### config.mk
export PLATFORM = sky130hd
export DESIGN_NAME = dadda_16_seq
export DESIGN_NICKNAME = d
export VERILOG_FILES = /design/src/rtl/dadda_pkg.sv /design/src/rtl/dadda_8.sv /design/src/rtl/dadda_16_seq.sv
export SDC_FILE = /design/constraint.sdc
export NUM_CORES = 1
export LEC_CHECK = 0
export ABC_AREA = 1
export CORE_MARGIN = 3
export CORE_UTILIZATION = 35
export DETAILED_ROUTE_END_ITERATION = 7
export SETUP_SLACK_MARGIN = 0.5
export SLEW_MARGIN = 10
export SYNTH_ARGS = -nofsm -noshare
export SYNTH_HDL_FRONTEND = slang
export SYNTH_SLANG_ARGS = --single-unit
### constraint.sdc
create_clock -name clk -period 5.8 [get_ports clk]
set_input_delay 0.58 -clock clk [delete_from_list [all_inputs] [get_ports clk]]
set_output_delay 0.58 -clock clk [all_outputs]
set_load 0.01 [all_outputs]
### src/rtl/dadda_pkg.sv
// Shared constants, FSM encoding and helpers for the time-shared 16x16 Dadda multiplier.
package dadda_pkg;

  localparam int HALF  = 8;
  localparam int OPW   = 16;
  localparam int PRODW = 32;

  localparam int SHIFT_S0 = 0;
  localparam int SHIFT_S1 = 8;
  localparam int SHIFT_S2 = 8;
  localparam int SHIFT_S3 = 16;

  typedef enum logic [1:0] {
    ST_IDLE = 2'd0,
    ST_MUL  = 2'd1,
    ST_DONE = 2'd2
  } state_e;

  function automatic int step_shift(input logic [1:0] step);
    case (step)
      2'd0:    return SHIFT_S0;
      2'd1:    return SHIFT_S1;
      2'd2:    return SHIFT_S2;
      default: return SHIFT_S3;
    endcase
  endfunction

  // 3:2 carry-save compressor on 16-bit rows; returns {carry, sum}.
  function automatic logic [31:0] csa(input logic [15:0] x, input logic [15:0] y,
                                      input logic [15:0] z);
    logic [15:0] s;
    logic [15:0] c;
    s = x ^ y ^ z;
    c = ((x & y) | (x & z) | (y & z)) << 1;
    return {c, s};
  endfunction

endpackage

### src/rtl/dadda_8.sv
// Combinational 8x8 unsigned multiplier: partial-product rows reduced 8-6-4-3-2, then one adder.
module dadda_8
  import dadda_pkg::*;
(
  input  logic [7:0]  a_i,
  input  logic [7:0]  b_i,
  output logic [15:0] p_o
);

  logic [15:0] pp [8];
  logic [31:0] r0, r1, r2, r3, r4, r5;

  always_comb begin
    for (int i = 0; i < 8; i++) begin
      pp[i] = {8'b0, a_i & {8{b_i[i]}}} << i;
    end
  end

  // Height 8 -> 6 -> 4 -> 3 -> 2; all rows stay exact mod 2^16 since the product fits.
  assign r0 = csa(pp[0], pp[1], pp[2]);
  assign r1 = csa(pp[3], pp[4], pp[5]);
  assign r2 = csa(r0[15:0], r0[31:16], r1[15:0]);
  assign r3 = csa(r1[31:16], pp[6], pp[7]);
  assign r4 = csa(r2[15:0], r2[31:16], r3[15:0]);
  assign r5 = csa(r4[15:0], r4[31:16], r3[31:16]);

  assign p_o = r5[15:0] + r5[31:16];

endmodule

### src/rtl/dadda_16_seq.sv
// 16x16 unsigned multiplier that reuses one dadda_8 over four cycles, with valid/ready on both sides.
module dadda_16_seq
  import dadda_pkg::*;
#(
  parameter int HALF = 8
) (
  input  logic        clk,
  input  logic        rst,
  input  logic        in_valid,
  output logic        in_ready,
  input  logic [15:0] A,
  input  logic [15:0] B,
  output logic        out_valid,
  input  logic        out_ready,
  output logic [31:0] y,
  output logic        busy
);

  state_e            state_q, state_d;
  logic [1:0]        step_q, step_d;
  logic [OPW-1:0]    a_q, a_d, b_q, b_d;
  logic [PRODW-1:0]  acc_q, acc_d;
  logic [HALF-1:0]   op_a, op_b;
  logic [2*HALF-1:0] prod;

  // Step bit 0 picks the high byte of A, bit 1 the high byte of B.
  assign op_a = step_q[0] ? a_q[2*HALF-1:HALF] : a_q[HALF-1:0];
  assign op_b = step_q[1] ? b_q[2*HALF-1:HALF] : b_q[HALF-1:0];

  dadda_8 u_mul (
    .a_i (op_a),
    .b_i (op_b),
    .p_o (prod)
  );

  always_ff @(posedge clk or posedge rst) begin
    if (rst) begin
      state_q <= ST_IDLE;
      step_q  <= 2'd0;
      a_q     <= '0;
      b_q     <= '0;
      acc_q   <= '0;
    end else begin
      state_q <= state_d;
      step_q  <= step_d;
      a_q     <= a_d;
      b_q     <= b_d;
      acc_q   <= acc_d;
    end
  end

  always_comb begin
    state_d = state_q;
    step_d  = step_q;
    a_d     = a_q;
    b_d     = b_q;
    acc_d   = acc_q;
    unique case (state_q)
      ST_IDLE: begin
        if (in_valid) begin
          state_d = ST_MUL;
          a_d     = A;
          b_d     = B;
          acc_d   = '0;
          step_d  = 2'd0;
        end
      end
      ST_MUL: begin
        acc_d  = acc_q + (PRODW'(prod) << step_shift(step_q));
        step_d = step_q + 2'd1;
        if (step_q == 2'd3) state_d = ST_DONE;
      end
      ST_DONE: begin
        if (out_ready) state_d = ST_IDLE;
      end
      default: state_d = ST_IDLE;
    endcase
  end

  assign in_ready  = (state_q == ST_IDLE);
  assign busy      = (state_q != ST_IDLE);
  assign out_valid = (state_q == ST_DONE);
  assign y         = out_valid ? acc_q : '0;

endmodule

======== Word-level counts from Yosys, hierarchy flattened ========
Cells that the tools add are included.
word-level totals
  register bits after elaboration ......... 68
  word-level logic and storage cells ...... 88
  output and inout bits ................... 35
  input bits .............................. 36
cells by class
  reduce and logical (&&, ||, !) cells .... 8
  equal/unequal tests ..................... 8
  add/subtract/negate cells ............... 3
  bitwise gates (word level) .............. 50
  shift-type cells ........................ 1
  muxes and demuxes ....................... 13
operator list
  kind                                             number
  15-bit bitwise AND                               10
  15-bit OR                                        10
  32-bit 2-to-1 mux                                3
  16-bit bitwise XOR                               5
  8-bit bitwise AND                                8
  32-bit case mux with 2 select lines              1
  32-bit adder                                     1
  16-bit by 32-bit << shifter with 32-bit output   1
  16-bit adder                                     1
  8-bit 2-to-1 mux                                 2
  16-bit by 13-bit bitwise XOR with 16-bit output  1
  16-bit by 14-bit bitwise XOR with 16-bit output  1
  16-bit by 15-bit bitwise XOR with 16-bit output  1
  14-bit by 15-bit bitwise AND with 15-bit output  1
  15-bit by 14-bit bitwise AND with 15-bit output  1
  15-bit by 10-bit OR with 15-bit output           1
  15-bit by 13-bit OR with 15-bit output           1
  11-bit by 13-bit bitwise AND with 13-bit output  1
  12-bit by 13-bit bitwise AND with 13-bit output  1
  12-bit by 13-bit bitwise XOR with 13-bit output  1
  11-bit by 12-bit bitwise AND with 12-bit output  1
  11-bit by 12-bit bitwise XOR with 12-bit output  1
  8-bit by 10-bit bitwise AND with 10-bit output   1
  9-bit by 10-bit bitwise AND with 10-bit output   1
  17 further kinds                                 27

======== Logic depth before layout (Yosys ltp) ========
Gate-level depths: netlist of the first run.
  word-level depth ........................ 18
  gate-level depth with buffers ........... 36
  gate-level depth less buffers ........... 35

======== By module ========
Synthesis of the first run repeated with hierarchy kept, for this count alone.
second synthesis, totals
  cell total of the unflattened synthesis .. 1282
  area total of the unflattened synthesis .. 7773.7 µm²
by module, submodules not included
  module        times used  sequential area each (µm²)  area each (µm²)  cells each
  dadda_16_seq  1           1701.6                      5695.5           972
  dadda_8       1           0.0                         2078.2           310

======== Worst setup path before layout of the first run ========
OpenSTA, ideal clock, no wires.
  path type ............................... flip-flop to flip-flop
  start point ............................. register step_q[0]
  end point ............................... register acc_q[23]
  buffers on the path ..................... 2
  period minus slack after synthesis ...... 5872 ps
  path slack .............................. -72 ps
  required time ........................... 5674 ps
  library setup time ...................... 126 ps
  arrival time ............................ 5746 ps
  cell stages (with the launch flop) ...... 29
  path through ............................ dfrtp_1 > clkbuf_1 > buf_2 > nand2_1 > o21ai_1 > inv_1 > nand2_1 > fa_1 > fa_1 > fa_1 > fa_1 > inv_1 > ha_1 > a21oi_1 > o21ai_0 > a21o_1 > a21oi_1 > or2_2 > nand3_1 > a21oi_1 > ha_1 > a21oi_1 > o21ai_0 > a21oi_1 > or2_1 > nand3_1 > or2_1 > nand3_1 > o21ai_0
between the ends
  longest elaborated chain between the ends .. 18
  elaborated cells on any way between the ends .. 61
  classes of those cells .................. 2 x add/sub; 2 x eq/ne; 1 x shift; 4 x mux; 50 x bitwise; 2 x reduce/logical
ends and longest elaborated chain
  item                                                                                                                   line                RTL
  from (decl)                                                                                                            dadda_16_seq.sv:20  logic [1:0] step_q, step_d;
  from (signal assigned)                                                                                                 dadda_16_seq.sv:45  step_q <= step_d;
  8-bit 2-to-1 mux                                                                                                       dadda_16_seq.sv:27  assign op_a = step_q[0] ? a_q[2*HALF-1:HALF] : a_q[HALF-1:0];
  8-bit bitwise AND                                                                                                      dadda_8.sv:15       pp[i] = {8'b0, a_i & {8{b_i[i]}}} << i;
  8-bit by 9-bit bitwise AND with 9-bit output / 8-bit by 10-bit bitwise AND with 10-bit output (equally long branches)  dadda_pkg.sv:34     c = ((x & y) | (x & z) | (y & z)) << 1;
  15-bit OR                                                                                                              dadda_pkg.sv:34
  15-bit by 10-bit OR with 15-bit output                                                                                 dadda_pkg.sv:34
  15-bit bitwise AND                                                                                                     dadda_pkg.sv:34
  15-bit OR (2 in series)                                                                                                dadda_pkg.sv:34
  15-bit bitwise AND                                                                                                     dadda_pkg.sv:34
  15-bit OR (2 in series)                                                                                                dadda_pkg.sv:34
  15-bit bitwise AND                                                                                                     dadda_pkg.sv:34
  15-bit OR (2 in series)                                                                                                dadda_pkg.sv:34
  16-bit adder                                                                                                           dadda_8.sv:27       assign p_o = r5[15:0] + r5[31:16];
  16-bit by 32-bit << shifter with 32-bit output *                                                                       dadda_16_seq.sv:69  acc_d = acc_q + (PRODW'(prod) << step_shift(step_q));
  32-bit adder *                                                                                                         dadda_16_seq.sv:69
  32-bit case mux with 2 select lines *                                                                                  dadda_16_seq.sv:58  unique case (state_q)
  to (signal assigned)                                                                                                   dadda_16_seq.sv:42  acc_q <= '0;
  to (signal assigned)                                                                                                   dadda_16_seq.sv:48  acc_q <= acc_d;
  to (decl)                                                                                                              dadda_16_seq.sv:22  logic [PRODW-1:0] acc_q, acc_d;
Mark *: on every way between the ends. The rest lies on a longest branch, timed or not. The select of a mux whose other input is x is not followed.
A chain may end at the register's enable or synchronous reset.

======== Final worst setup path of the first run ========
  start point ............................. register step_q[1]
  end point ............................... register acc_q[27]
between the ends
  longest elaborated chain between the ends .. 18
  elaborated cells on any way between the ends .. 61
  classes of those cells .................. 2 x add/sub; 2 x eq/ne; 1 x shift; 4 x mux; 50 x bitwise; 2 x reduce/logical
ends and longest elaborated chain
  item                                                                                                                   line                RTL
  8-bit 2-to-1 mux                                                                                                       dadda_16_seq.sv:28  assign op_b = step_q[1] ? b_q[2*HALF-1:HALF] : b_q[HALF-1:0];
  8-bit bitwise AND                                                                                                      dadda_8.sv:15
  8-bit by 9-bit bitwise AND with 9-bit output / 8-bit by 10-bit bitwise AND with 10-bit output (equally long branches)  dadda_pkg.sv:34
  15-bit OR                                                                                                              dadda_pkg.sv:34
  15-bit by 10-bit OR with 15-bit output                                                                                 dadda_pkg.sv:34
  15-bit bitwise AND                                                                                                     dadda_pkg.sv:34
  15-bit OR (2 in series)                                                                                                dadda_pkg.sv:34
  15-bit bitwise AND                                                                                                     dadda_pkg.sv:34
  15-bit OR (2 in series)                                                                                                dadda_pkg.sv:34
  15-bit bitwise AND                                                                                                     dadda_pkg.sv:34
  15-bit OR (2 in series)                                                                                                dadda_pkg.sv:34
  16-bit adder                                                                                                           dadda_8.sv:27
  16-bit by 32-bit << shifter with 32-bit output *                                                                       dadda_16_seq.sv:69
  32-bit adder *                                                                                                         dadda_16_seq.sv:69
  32-bit case mux with 2 select lines *                                                                                  dadda_16_seq.sv:58
Marked as above.

==> impl_metrics.tcl, run 1 <==
set metrics [dict create \
    whs_ns 0.5032 \
    nets 1319 \
    synth.net_count 1090 \
    area_growth_pct 56.55 \
    root_buffer "clkbuf_16" \
    ys_ff_latch 68 \
    via_per_inst 5.058 \
    hpwl_um 17310 \
    min_path_type "reg -> reg" \
    io_buffers 70 \
    layout_setup_ws_ns -0.2278 \
    clkTransAtPathRegs_ns 0.06 \
    arrival_ns 6.30 \
    fill_cells 1676 \
    syn_inst 956 \
    die-area_um2 21490 \
    fin_skew_ns 0.01185 \
    worst-slew-pin-transition_ns 1.151 \
    gp_congestion 0.9649 \
    drc 0 \
    start_util 0.3626 \
    dieHeight_um 146.6 \
    fin_crit_sh 1.039 \
    rsz0062_at_grt "yes" \
    yosysSeqAreaShare 0.2459 \
    slowest_delay_ns 0.59 \
    ys.flop_type "dfrtp_1" \
    grt_max_degree 69 \
    hold_viol 0 \
    ant_nets 0 \
    worstSetupPathType "reg -> reg" \
    required_ns 6.07 \
    path_max_fanout 7 \
    cts_tree "built" \
    async_flop_share 1.000 \
    antenna_cells 0 \
    fmax_ghz 0.1659 \
    cts-htree-levels 3 \
    multi_input_area_um2 5816 \
    seq_area_um2 1702 \
    core_area_um2 19080 \
    grt_pass1_vias 7321 \
    cp-start-kind "register" \
    synth_edf_count 0 \
    cts_sinks 68 \
    dr.pass1.iters 7 \
    status "finished with violations" \
    yosys.area.top_type "dfrtp_1" \
    via_count 7334 \
    synth_cell_type_count 38 \
    slew_headroom 0.2310 \
    end_kind "register" \
    clk_path_buf_depth 2 \
    finalCriticalPeriod_ns 6.028 \
    slew_viol_final 0 \
    cts_made_buffers 9 \
    gr-total-overflow 0 \
    syn_area_per_cell_um2 7.238 \
    maxCapViolations 0 \
    netlist.area_leader.share 0.2459 \
    synth_area_um2 6919 \
    finalSetupViolCount 20 \
    wl_um 23720 \
    cpMaxStageDelayCell "fa_2" \
    rows 50 \
    first_iter_violations 659 \
    drive_gt1_frac 0.3975 \
    yosys_warnings 0 \
    ios 71 \
    antenna_found_initial 0 \
    grt_use_total 0.2128 \
    post_drt_wl_per_cell_um 16.36 \
    grt_first_pass_wirelength_um 37000 \
    die_x_um 146.6 \
    crit_path_frequent_cell "nand2_2" \
    clock_latency_ns 0.35 \
    failed_checks "setup timing" \
    synthTopCellsByArea "dfrtp_1, fa_1, ha_1" \
]
-- cell usage after synthesis (7+ instances only) --
cell type  instances
nand3_1           36
or2_2             10
inv_1            155
nand2_1          159
ha_1              58
clkbuf_1          11
o22ai_1           14
buf_2              7
dfrtp_1           68
nand4_1            7
mux2_2            24
o21ai_0           65
fa_1              40
o21ai_1           12
mux2i_1            7
nor2_1           164
a21oi_1           62
nand2_2           10
-- critical path: cells and delay by family, from the launching register on --
kind / cells / cell delay, ns
AO/OA/AOI/OAI: 5 / 0.61
adder cells (fa/ha/maj): 6 / 2.67
multiplexers: 1 / 0.32
flip-flops: 1 / 0.40
buffers and inverters: 6 / 0.73
AND/OR/NAND/NOR: 13 / 1.20
-- layer usage --
metal / global-route usage / part of all wire
met4: 0.06068 / 0.018
met5: 0 / 0
met2: 0.3280 / 0.46
met3: 0.04221 / 0.059
met1: 0.3040 / 0.47
-- final timing paths --
kind,from,endpoint,slack [ns],cells past startpoint
max,step_q[1],acc_q[27],-0.23,31
min,b_q[8],b_q[8],0.50,1
max reg2reg,step_q[1],acc_q[27],-0.23,31
min reg2reg,b_q[8],b_q[8],0.50,1
max in group asynchronous,rst,acc_q[23],4.38,3
min in group asynchronous,rst,a_q[2],0.84,3
-- through the flow --
step,setup TNS [ns],std cells,worst slack (ns),cell area (µm²),utilization
detailed placement,-5.994,1383,-0.4150,8962,0.4697
CTS,-1.652,1434,-0.1552,10120,0.5305
finish,-3.125,1450,-0.2278,10830,0.5677
floorplan,0,956,0.3149,7154,-
global placement,-5.455,1383,-0.4287,8962,0.4697
global route,-8.383,1450,-0.4700,10830,0.5677
-- cell type report --
| type | count | share of cell area |
|---|---|---|
| sequential | 68 | 0.1571 |
| clock buffer | 9 | 0.02079 |
| multi-input combinational | 711 | 0.5369 |
| inverter | 157 | 0.05487 |
| timing repair buffer | 238 | 0.1912 |
| tap | 260 | 0.03003 |
| clock inverter | 7 | 0.009126 |
-- cell families (layout without fill, tap and decap cells) --
| family | after synthesis | count (layout) | synth area share |
|---|---|---|---|
| simple gates | 400 | 400 | 0.2387 |
| buf+inv | 177 | 411 | 0.09837 |
| compound gates | 171 | 171 | 0.1333 |
| fa+ha+maj | 98 | 98 | 0.2206 |
| flops | 68 | 68 | 0.2459 |
| mux | 31 | 31 | 0.04919 |
| xor+xnor | 11 | 11 | 0.01392 |
-- layout by cell type, fill, tap and decap left out, types with 3 or more instances in the layout --
master	n
a21o_1	3
nand2_4	10
nor2_4	18
ha_4	20
xor2_1	5
clkbuf_16	9
nand3_1	27
nor2_1	115
o21ai_2	24
fa_1	34
ha_1	36
buf_4	146
a21oi_2	26
nand4_1	7
nand3_2	9
xnor2_2	4
o21ai_0	18
clkdlybuf4s50_1	70
buf_12	3
inv_2	20
o21ai_1	28
nor2_2	32
mux2_2	24
buf_6	19
a21oi_1	29
nor3_2	3
o22ai_1	13
o21ai_4	10
dfrtp_1	68
fa_2	6
inv_1	134
or2_2	9
a21oi_4	9
mux2i_4	3
nand2_1	115
nand2_2	42
-- state kept, by name, indices dropped and copies added (netlist names) --
name	count
b_q	16
a_q	16
acc_q	32
step_q	2
state_q	2
-- what timing repair did --
item	in CTS	in global routing
pin swaps	91	87
setup buffers	35	16
hold buffers	0	0
gates resized for setup	157	144
setup endpoints to repair	25	25
Power of run 1 is not shown: default switching activity piles up to over one toggle a cycle in this logic, so the estimate is an artifact.
==> inputs of run 2 (changes only) <==
CELL_PAD_IN_SITES_DETAIL_PLACEMENT = 1   (was default)
CELL_PAD_IN_SITES_GLOBAL_PLACEMENT = 2   (was default)
CORE_UTILIZATION = 30   (was 35)
PLACE_DENSITY_LB_ADDON = 0.1   (was default)
==> impl_metrics.tcl, run 2 (synthesis gave the netlist of run 1 again) <==
set metrics [dict create \
    dieHeight_um 157.9 \
    grt_use_total 0.2160 \
    fin_skew_ns 0.006580 \
    cts_tree "built" \
    regToRegSetupSlack_ns -0.31 \
    clk_path_buf_depth 2 \
    core_area_um2 22230 \
    gp_congestion 0.8892 \
    worstSetupPathDepth 33 \
    critPathBufInv 8 \
    rsz0062_at_grt "yes" \
    final_cell_mix "buf_4, inv_1, nand2_1" \
    hold_viol 0 \
    hold_end "b_q[8]" \
    root_buffer "clkbuf_16" \
    dr.pass1.iters 4 \
    grt_max_degree 49 \
    antenna_cells 0 \
    slowest_delay_ns 0.57 \
    cts-htree-levels 3 \
    tns_ns -4.497 \
    mostFrequentLayoutCell "buf_4" \
    ff2ff_path_depth 33 \
    slew_headroom 0.2141 \
    post_drt_wl_per_cell_um 17.39 \
    rows 54 \
    nets 1349 \
    wl_um 26080 \
    top_regs "acc_q (32), a_q (16), b_q (16)" \
    cp_top_family "adder cells" \
    die_x_um 157.9 \
    reg2reg_from "step_q[0]" \
    regMostFlops "acc_q" \
    cts_sinks 68 \
    cts_made_buffers 9 \
    io_buffers 70 \
    largest_register_ffs 32 \
    arrival_ns 6.39 \
    worst-slew-pin-transition_ns 1.179 \
    drive_gt1_frac 0.3721 \
    via_count 7194 \
    path_max_fanout 5 \
    clkTransAtPathRegs_ns 0.07 \
    gr-total-overflow 0 \
    failed_checks "setup timing" \
    drc 0 \
    via_per_inst 4.796 \
    ios 71 \
    fmax_ghz 0.1637 \
    status "finished with violations" \
    slew_viol_final 0 \
    hpwl_um 20550 \
    clock_latency_ns 0.35 \
    hold_depth 1 \
    layout_setup_ws_ns -0.3087 \
    grt_first_pass_wirelength_um 41700 \
    cts-hold-fix-buffers 0 \
    crit-reg2reg-capture "acc_q[27]" \
    finalCriticalPeriod_ns 6.109 \
    area_growth_pct 55.95 \
    min-delay-start "b_q[8]" \
    maxCapViolations 0 \
    finalSetupViolCount 21 \
    die-area_um2 24920 \
    start_util 0.3113 \
    antenna_found_initial 0 \
    grt_pass1_vias 7616 \
    worstSetupPathType "reg -> reg" \
    ant_nets 0 \
    cp-start-kind "register" \
    required_ns 6.08 \
    first_iter_violations 236 \
    min_path_type "reg -> reg" \
    cpMaxStageDelayCell "fa_2" \
    fin_crit_sh 1.053 \
    end_kind "register" \
]
run 2: cell type report:
cell class	count	area [µm²]
clock buffers	9	225.2
clock inverters	7	83.83
fillers	2657	11440
inverters	157	589.3
multi-input cells	711	5554
flip-flops and latches	68	1702
well taps	280	350.3
repair buffers	268	2286
run 2: layer usage:
layer  wire length, µm  vias up  track usage
met5                 0        -            0
met4               202        0      0.03471
met3              1095       10      0.02870
met2             11430      102       0.3234
met1             13350     3492       0.3362
li1                  -     3590            -
run 2: worst max-delay path by stage:
stage,endpoint,slack [ns],startpoint
floorplan,acc_q[23],0.31,step_q[1]
finish,acc_q[27],-0.31,step_q[0]
detailed placement,acc_q[23],-0.62,step_q[0]
CTS,acc_q[28],-0.23,step_q[1]
global route,acc_q[28],-0.66,step_q[1]
global placement,acc_q[23],-0.57,step_q[0]
run 2: what timing repair did:
action / in CTS / in global routing
buffers inserted: 30 / 15
pin swaps: 50 / 43
resized for setup: 129 / 90
endpoints found under the setup margin: 25 / 26
run 2: through the flow:
stage	cells	worst slack (ns)	hold WS (ns)	cell area (µm²)	utilization
after floorplan	956	0.3149	0.4714	7154	-
after global routing	1500	-0.6623	0.5248	10790	0.4854
after global placement	1439	-0.5650	0.4880	9270	0.4170
after detailed placement	1439	-0.6238	0.4978	9270	0.4170
final	1500	-0.3087	0.5046	10790	0.4854
after CTS	1485	-0.2278	0.5129	10340	0.4651
Power of run 2 is left out for the same reason.
==> inputs of run 3 (changes only) <==
GPL_TIMING_DRIVEN = 1   (was default)
REMOVE_ABC_BUFFERS = 1   (was default)
==> impl_metrics.tcl, run 3 (synthesis gave the netlist of run 1 again) <==
set metrics [dict create \
    grt_first_pass_wirelength_um 40850 \
    worstSetupPathType "reg -> reg" \
    cts_made_buffers 9 \
    maxCapViolations 0 \
    gp_congestion 0.8530 \
    drive_gt1_frac 0.4037 \
    wl_um 26310 \
    clock_latency_ns 0.35 \
    top_regs "acc_q (32), a_q (16), b_q (16)" \
    rsz0062_at_grt "yes" \
    status "finished with violations" \
    post_drt_wl_per_cell_um 17.29 \
    root_buffer "clkbuf_16" \
    die_x_um 157.9 \
    final_cell_mix "buf_4, inv_1, nor2_1" \
    end_kind "register" \
    clk_path_buf_depth 2 \
    fin_skew_ns 0.007755 \
    first_iter_violations 218 \
    die-area_um2 24920 \
    dieHeight_um 157.9 \
    cp_top_family "adder cells" \
    grt_max_degree 69 \
    nets 1370 \
    via_per_inst 4.822 \
    fin_crit_sh 1.023 \
    cts_tree "built" \
    slew_headroom 0.3540 \
    grt_pass1_vias 7546 \
    via_count 7335 \
    cts-htree-levels 3 \
    antenna_found_initial 0 \
    gr-total-overflow 0 \
    core_area_um2 22230 \
    finalCriticalPeriod_ns 5.934 \
    cp-start-kind "register" \
    cpMaxStageDelayCell "fa_1" \
    arrival_ns 6.23 \
    cts-hold-fix-buffers 0 \
    antenna_cells 0 \
    min_path_type "reg -> reg" \
    start_util 0.3113 \
    stdcell_count 1521 \
    io_buffers 70 \
    dr.pass1.iters 4 \
    path_max_fanout 6 \
    ant_nets 0 \
    regMostFlops "acc_q" \
    regToRegSetupSlack_ns -0.13 \
    fmax_ghz 0.1685 \
    clkTransAtPathRegs_ns 0.07 \
    worst-slew-pin-transition_ns 0.9690 \
    hold_viol 0 \
    finalSetupViolCount 18 \
    placed_cells 1453 \
    required_ns 6.09 \
    drc 0 \
    mostFrequentLayoutCell "buf_4" \
    critPathBufInv 9 \
    grt_use_total 0.2110 \
    area_growth_pct 59.82 \
    ios 71 \
    cts_sinks 68 \
    failed_checks "setup timing" \
    layout_setup_ws_ns -0.1339 \
    slew_viol_final 0 \
    slowest_delay_ns 0.57 \
    hpwl_um 20270 \
    rows 54 \
    largest_register_ffs 32 \
]
[run 3: through the flow]
step                      setup WS, ns  hold WS (ns)  instance area, µm²    util  setup TNS, ns
final                          -0.1339        0.5055               11060  0.4975         -1.256
after global routing           -0.4357        0.5128               11060  0.4975         -6.964
after CTS                      -0.1805        0.5033               10470  0.4711         -1.823
after detailed placement       -0.6687        0.4878                9133  0.4108         -11.17
after global placement         -0.6082        0.4795                9133  0.4108         -9.513
after floorplan                -0.1604        0.4715                6828       -         -1.084
[run 3: area by class of cell]
| cell class | instances | area, µm² |
|---|---|---|
| fillers | 2689 | 11170 |
| inverters | 157 | 591.8 |
| well taps | 280 | 350.3 |
| clock buffers | 9 | 225.2 |
| repair buffers | 289 | 2414 |
| flip-flops and latches | 68 | 1703 |
| multi-input cells | 711 | 5693 |
| clock inverters | 7 | 81.33 |
[run 3: final timing paths]
kind	to	from	cells after the start
min in group asynchronous	a_q[13]	rst	3
setup / recovery	acc_q[31]	step_q[1]	30
hold reg to reg	b_q[9]	b_q[9]	1
max in group asynchronous	step_q[0]	rst	3
setup reg to reg	acc_q[31]	step_q[1]	30
hold / removal	b_q[9]	b_q[9]	1
[run 3: layer usage]
metal / share of wire / track usage / vias up
met4: 0.0072 / 0.04298 / 0
met1: 0.51 / 0.3125 / 3600
li1: - / - / 3629
met3: 0.029 / 0.02925 / 13
met5: 0 / 0 / -
met2: 0.46 / 0.3291 / 93
[run 3: what timing repair did]
item                       4_1_cts  5_1_grt
gates cloned                     1        0
gates resized for setup        206      126
buffers inserted                38       13
setup endpoints to repair       25       25
pin swaps                       77       71
Power of run 3 is left out for the same reason.
